File: config.mk
export PLATFORM = sky130hd
export DESIGN_NAME = display_scan_controller
export DESIGN_NICKNAME = d
export VERILOG_FILES = /design/src/rtl/display_scan_pkg.sv /design/src/rtl/bcd_converter.sv /design/src/rtl/display_scan_controller.sv
export SDC_FILE = /design/constraint.sdc
export NUM_CORES = 1
export LEC_CHECK = 0
export ABC_AREA = 1
export CAP_MARGIN = 10
export CORE_AREA = 2 2 85 87
export CTS_CLUSTER_DIAMETER = 80
export CTS_CLUSTER_SIZE = 20
export DETAILED_ROUTE_END_ITERATION = 8
export DIE_AREA = 0 0 87 89
export PLACE_DENSITY_LB_ADDON = 0.2
export SLEW_MARGIN = 10
export SYNTH_ARGS = -nofsm -noshare
export SYNTH_HDL_FRONTEND = slang
export SYNTH_SLANG_ARGS = --single-unit
File: constraint.sdc
create_clock -name Clock -period 1.91 [get_ports Clock]
set_input_delay 0.382 -clock Clock [delete_from_list [all_inputs] [get_ports Clock]]
set_output_delay 0.382 -clock Clock [all_outputs]
set_load 0.05 [all_outputs]
File: src/rtl/display_scan_pkg.sv
// Shared types and segment encodings for the display scan controller.
// Segment codes are active-low, bit order {g,f,e,d,c,b,a}.
package display_scan_pkg;

  typedef enum logic [1:0] {
    IDLE,
    LOAD,
    SHIFT,
    UPDATE
  } conv_state_t;

  localparam logic [6:0] SEG_BLANK = 7'h7F;
  localparam logic [6:0] SEG_MINUS = 7'b0111111;

  function automatic logic [6:0] bcd_to_seg(input logic [3:0] digit);
    logic [6:0] seg;
    seg = SEG_BLANK;
    case (digit)
      4'd0: seg = 7'b1000000;
      4'd1: seg = 7'b1111001;
      4'd2: seg = 7'b0100100;
      4'd3: seg = 7'b0110000;
      4'd4: seg = 7'b0011001;
      4'd5: seg = 7'b0010010;
      4'd6: seg = 7'b0000010;
      4'd7: seg = 7'b1111000;
      4'd8: seg = 7'b0000000;
      4'd9: seg = 7'b0010000;
      default: seg = SEG_BLANK;
    endcase
    return seg;
  endfunction

endpackage

File: src/rtl/bcd_converter.sv
// Multi-cycle shift-add-3 binary to BCD converter with start/done handshake.
// The input value is captured on the edge that accepts start; later input changes are ignored.
module bcd_converter
  import display_scan_pkg::*;
#(
  parameter int unsigned Size      = 5,
  parameter int unsigned BcdDigits = 2
) (
  input  logic                   clk,
  input  logic                   rst,
  input  logic                   start,
  input  logic [Size-1:0]        data,
  input  logic                   sign,
  output logic                   busy,
  output logic                   done,
  output logic [4*BcdDigits-1:0] bcd,
  output logic                   bcd_sign,
  output logic [Size:0]          stored
);

  localparam int unsigned CntW = $clog2(Size + 1);

  conv_state_t            state, state_nxt;
  logic [Size-1:0]        mag;
  logic [4*BcdDigits-1:0] bcd_sr;
  logic [4*BcdDigits-1:0] bcd_adj;
  logic [CntW-1:0]        cnt;

  always_comb begin
    bcd_adj = bcd_sr;
    for (int unsigned i = 0; i < BcdDigits; i++) begin
      if (bcd_sr[4*i +: 4] >= 4'd5) bcd_adj[4*i +: 4] = bcd_sr[4*i +: 4] + 4'd3;
    end
  end

  always_comb begin
    state_nxt = state;
    case (state)
      IDLE:    if (start) state_nxt = LOAD;
      LOAD:    state_nxt = SHIFT;
      SHIFT:   if (cnt == CntW'(Size - 1)) state_nxt = UPDATE;
      UPDATE:  state_nxt = IDLE;
      default: state_nxt = IDLE;
    endcase
  end

  always_ff @(posedge clk) begin
    if (rst) begin
      state  <= IDLE;
      stored <= '0;
      mag    <= '0;
      bcd_sr <= '0;
      cnt    <= '0;
    end else begin
      state <= state_nxt;
      case (state)
        IDLE: begin
          if (start) begin
            stored <= {sign, data};
            mag    <= data;
          end
        end
        LOAD: begin
          bcd_sr <= '0;
          cnt    <= '0;
        end
        SHIFT: begin
          bcd_sr <= {bcd_adj[4*BcdDigits-2:0], mag[Size-1]};
          mag    <= mag << 1;
          cnt    <= cnt + 1'b1;
        end
        default: ;
      endcase
    end
  end

  assign busy     = (state != IDLE);
  assign done     = (state == UPDATE);
  assign bcd      = bcd_sr;
  assign bcd_sign = stored[Size];

endmodule

File: src/rtl/display_scan_controller.sv
// Multiplexed common-anode seven-segment scan controller with sign position.
// Optional LEADING_ZERO_BLANK_EN blanks BCD positions above the most significant non-zero digit.
module display_scan_controller
  import display_scan_pkg::*;
#(
  parameter int unsigned Size           = 5,
  parameter int unsigned Digits         = 3,
  parameter int unsigned ClockPeriod_ns = 20,
  parameter int unsigned ScanPeriod_ns  = 1_000_000
) (
  input  logic              Clock,
  input  logic              Reset,
  input  logic [Size-1:0]   Data,
  input  logic              SigneBit,
  output logic [6:0]        Segments,
  output logic [Digits-1:0] DigitSel,
  output logic              Busy
);

  localparam int unsigned BcdDigits = Digits - 1;
  localparam int unsigned ScanTicks = ScanPeriod_ns / ClockPeriod_ns;
  localparam int unsigned PreW      = $clog2(ScanTicks);
  localparam int unsigned IdxW      = $clog2(Digits);

  logic                   start, done;
  logic [4*BcdDigits-1:0] bcd;
  logic                   bcd_sign;
  logic [Size:0]          stored;

  logic                   valid;
  logic [4*BcdDigits-1:0] disp_bcd;
  logic                   disp_sign;
  logic [BcdDigits-1:0]   lead;

  logic [PreW-1:0]        presc, presc_nxt;
  logic [IdxW-1:0]        idx, idx_nxt;
  logic                   presc_tc;
  logic [6:0]             seg_sel;

  assign start = !valid || ({SigneBit, Data} != stored);

  bcd_converter #(
    .Size      (Size),
    .BcdDigits (BcdDigits)
  ) u_conv (
    .clk      (Clock),
    .rst      (Reset),
    .start    (start),
    .data     (Data),
    .sign     (SigneBit),
    .busy     (Busy),
    .done     (done),
    .bcd      (bcd),
    .bcd_sign (bcd_sign),
    .stored   (stored)
  );

`ifdef LEADING_ZERO_BLANK_EN
  logic upper_zero;

  // Walk from the top BCD position down; position 0 is never blanked.
  always_comb begin
    lead       = '0;
    upper_zero = 1'b1;
    for (int unsigned k = 0; k < BcdDigits; k++) begin
      upper_zero = upper_zero && (disp_bcd[4*(BcdDigits-1-k) +: 4] == 4'd0);
      lead[BcdDigits-1-k] = upper_zero && (k != BcdDigits - 1);
    end
  end
`else
  assign lead = '0;
`endif

  assign presc_tc = (presc == PreW'(ScanTicks - 1));

  always_comb begin
    presc_nxt = presc_tc ? '0 : presc + 1'b1;
    idx_nxt   = idx;
    if (presc_tc) idx_nxt = (idx == IdxW'(Digits - 1)) ? '0 : idx + 1'b1;
  end

  // Segments are selected with the post-edge index so DigitSel and Segments move together.
  always_comb begin
    seg_sel = SEG_BLANK;
    if (valid) begin
      if (idx_nxt == IdxW'(Digits - 1)) seg_sel = disp_sign ? SEG_MINUS : SEG_BLANK;
      for (int unsigned p = 0; p < BcdDigits; p++) begin
        if (idx_nxt == IdxW'(p)) seg_sel = lead[p] ? SEG_BLANK : bcd_to_seg(disp_bcd[4*p +: 4]);
      end
    end
  end

  always_ff @(posedge Clock) begin
    if (Reset) begin
      valid     <= 1'b0;
      disp_bcd  <= '0;
      disp_sign <= 1'b0;
      presc     <= '0;
      idx       <= '0;
      Segments  <= SEG_BLANK;
      DigitSel  <= '1;
    end else begin
      if (done) begin
        valid     <= 1'b1;
        disp_bcd  <= bcd;
        disp_sign <= bcd_sign;
      end
      presc    <= presc_nxt;
      idx      <= idx_nxt;
      Segments <= seg_sel;
      DigitSel <= ~(Digits'(1) << idx_nxt);
    end
  end

endmodule

==> flow_summary.ini <==
[critical_path]
path_cells = clkdlybuf4s50_1
path_max_fanout = 1
cp_top_family = buffers and inverters
cp.required_ns = 1.53
critPathKind = reg2out
r2r-start = u_conv.state[0]
cp_slowest_cell = clkdlybuf4s50_1
endpoint_kind = output pin
cp-start-kind = flop
cp_num_buf_inv = 1
reg2reg_depth = 9
critPathMaxStageDelay_ns = 0.81
worst_ep_arrival_time_ns = 1.48
r2r_slack_ns = 0.09

[floorplan]
fp.dieW_um = 87
initial_core_util_pct = 53.2
core_mm2 = 0.00672
die_area_mm2 = 0.00774
io_pins = 19
rows = 30
fp.dieH_um = 89

[synthesis]
ys_seq_area_share_pct = 42.6
synthCells = 480
synth_area_leader_cell = dfxtp_1
synthTopCellsByArea = dfxtp_1 43%, nand2_1 9.3%, ha_1 7.4%
synthArstFlopShare_pct = 0
synth.avg_cell_area_um2 = 7.45
synth-edff-count = 0
yosys_warnings = 0
synth_fp_nets = 509
synth_top_area_share_pct = 42.6
ys_seq_elements = 76
syn_area_mm2 = 0.00357
synth-main-ff-cell = dfxtp_1
synth_most_common_cell = nand2_1
synth.distinct_cells = 39
synth_common_cells = 89 x nand2_1, 76 x dfxtp_1, 70 x nor2_1, 59 x inv_1

[grt]
grt_pass1_vias = 2948
antenna_found_initial = 0
track_usage_pct = 19.6
gr-total-overflow = 0
grt_pass1_wl_um = 12200
grt_max_degree = 15

[pwr]
power.share.clock_pct = 27.6
peakVddDrop_mv = 0.579
power.total_w = 0.00449
p_int_w = 0.00300
swShare_pct = 33.3
combPwrFrac_pct = 28.2
p_seq_share_pct = 44.2
power_leakage_nw = 1.84
p_sw_w = 0.00150
p_per_area_mw_per_mm2 = 1060

[clock_network]
cts-root-buf = clkbuf_8
cts.sinks = 76
cts_tree = built
clock_latency_ns = 0.36
cts_buffer_depth = 2
clk_pin_slew_worst_paths_ns = 0.07
htree_levels = 3
numCtsBuffers = 9
cts_hold_buf = 0

[place]
dp_hpwl_um = 5100
io_buffers = 18
place_congestion = 0.846
dpl_cell_area_mm2 = 0.00398

[drt]
drt_iter0_drc = 71
ant_nets = 0
vias = 3130
routedWlPerCell_um = 11.4
drc = 0
firstDrtPassIters = 4
drt-total-wl_um = 6930
viasPerCell = 5.14

[timing]
slew_headroom_pct = 66.2
final.setup.tns_ns = 0
period_minus_slack_ns = 1.86
tightest_slew_ns = 0.506
rsz0062_at_grt = yes
fin_crit_sh_pct = 97.6
fin_worst_skew_ns = 0.0131
setup_viol_count_final = 0
fmax_mhz = 536
maxSlewViolCount = 0
hold_violations = 0

[layout]
antenna_cells = 0
syn2layout_area_growth_pct = 18.4
finish.net_count = 553
design_area_mm2 = 0.00423
final_layout_size_suffix_gt1_share_pct = 12.5

[status]
status = completed

[hold_path]
hp-class = reg2reg
hold_depth = 1
holdCritStartpoint = presc[0]
hold_end = presc[0]

[job]
drv.max_cap_violation_count = 0
-- power groups by stage --
stage               logic (W)  registers [W]  clock network (W)
detailed placement    0.00125        0.00202                  0
global route          0.00145        0.00202            0.00133
global placement      0.00122        0.00201                  0
floorplan            0.000862        0.00203                  0
CTS                   0.00126        0.00198            0.00127
finish                0.00127        0.00198            0.00124
-- routing by layer --
metal,GRT usage (%),wire length (µm),up-vias
met1,23.9,3270,1440
met4,9.94,124,0
met3,2.86,166,10
li1,-,-,1639
met5,0,0,-
met2,33.8,3370,41
-- layout by cell type (no fill, tap or decap), types with 2 or more instances in the layout --
master / instances
a21oi_1: 35
nand3b_1: 7
or3_4: 2
mux2i_1: 2
clkinvlp_4: 2
nor2_1: 70
buf_12: 2
dfxtp_1: 75
inv_2: 3
o21ai_1: 9
nand2_1: 89
nor3_1: 6
nand3_1: 22
nor3_4: 2
o21ai_0: 31
or2_2: 2
nor2_2: 4
clkbuf_8: 10
nor3b_1: 3
inv_1: 58
o21a_1: 2
nand4_1: 4
clkinv_2: 2
ha_1: 21
clkdlybuf4s50_1: 17
nor3_2: 5
nand2_2: 2
buf_4: 22
o211ai_1: 3
o31ai_1: 2
-- stage by stage --
step	util, %	hold slack (ns)	std cells	setup WS, ns
after global routing	63.0	0.480	609	-0.0119
after global placement	59.2	0.428	590	-0.0663
after detailed placement	59.2	0.438	590	-0.131
after floorplan	-	0.414	480	0.123
final	63.0	0.454	609	0.0453
after CTS	62.4	0.455	606	0.0188
-- cell type report --
cell class                 instances  area (µm²)
fill                             605        2480
multi-input combinational        332        1780
sequential                        76        1520
timing repair buffer              42         387
inverter                          63         244
clock buffer                      10         138
tap                               80         100
clock inverter                     6        63.8
-- how the worst max path moves through the flow --
stage	to	cells after the start	slack, ns	start
floorplan	flop	9	0.12	u_conv.state[1]
global placement	flop	6	-0.07	Reset
detailed placement	flop	5	-0.13	Reset
CTS	flop	9	0.02	u_conv.state[0]
global route	flop	9	-0.01	u_conv.state[0]
finish	Segments[1]	1	0.05	Segments[1]
-- cell families (layout without fill, tap and decap cells) --
group                      after synthesis  in the layout  share of synthesized area [%]
muxes                                    2              2                          0.560
AOI/OAI and AO/OA                       86             86                           12.8
and+or+nand+nor                        221            221                           28.0
xor gates and xnor gates                 2              2                          0.490
DFF                                     76             76                           42.6
adders and majority gates               21             21                           7.35
buffers and inverters                   72            121                           8.23
-- what timing repair did --
item	CTS	global route
buffers inserted	0	3
gates resized for setup	4	9
endpoints found under the setup margin	2	17
pin swaps	0	2
Note: power is estimated with default switching activity, not from simulation.
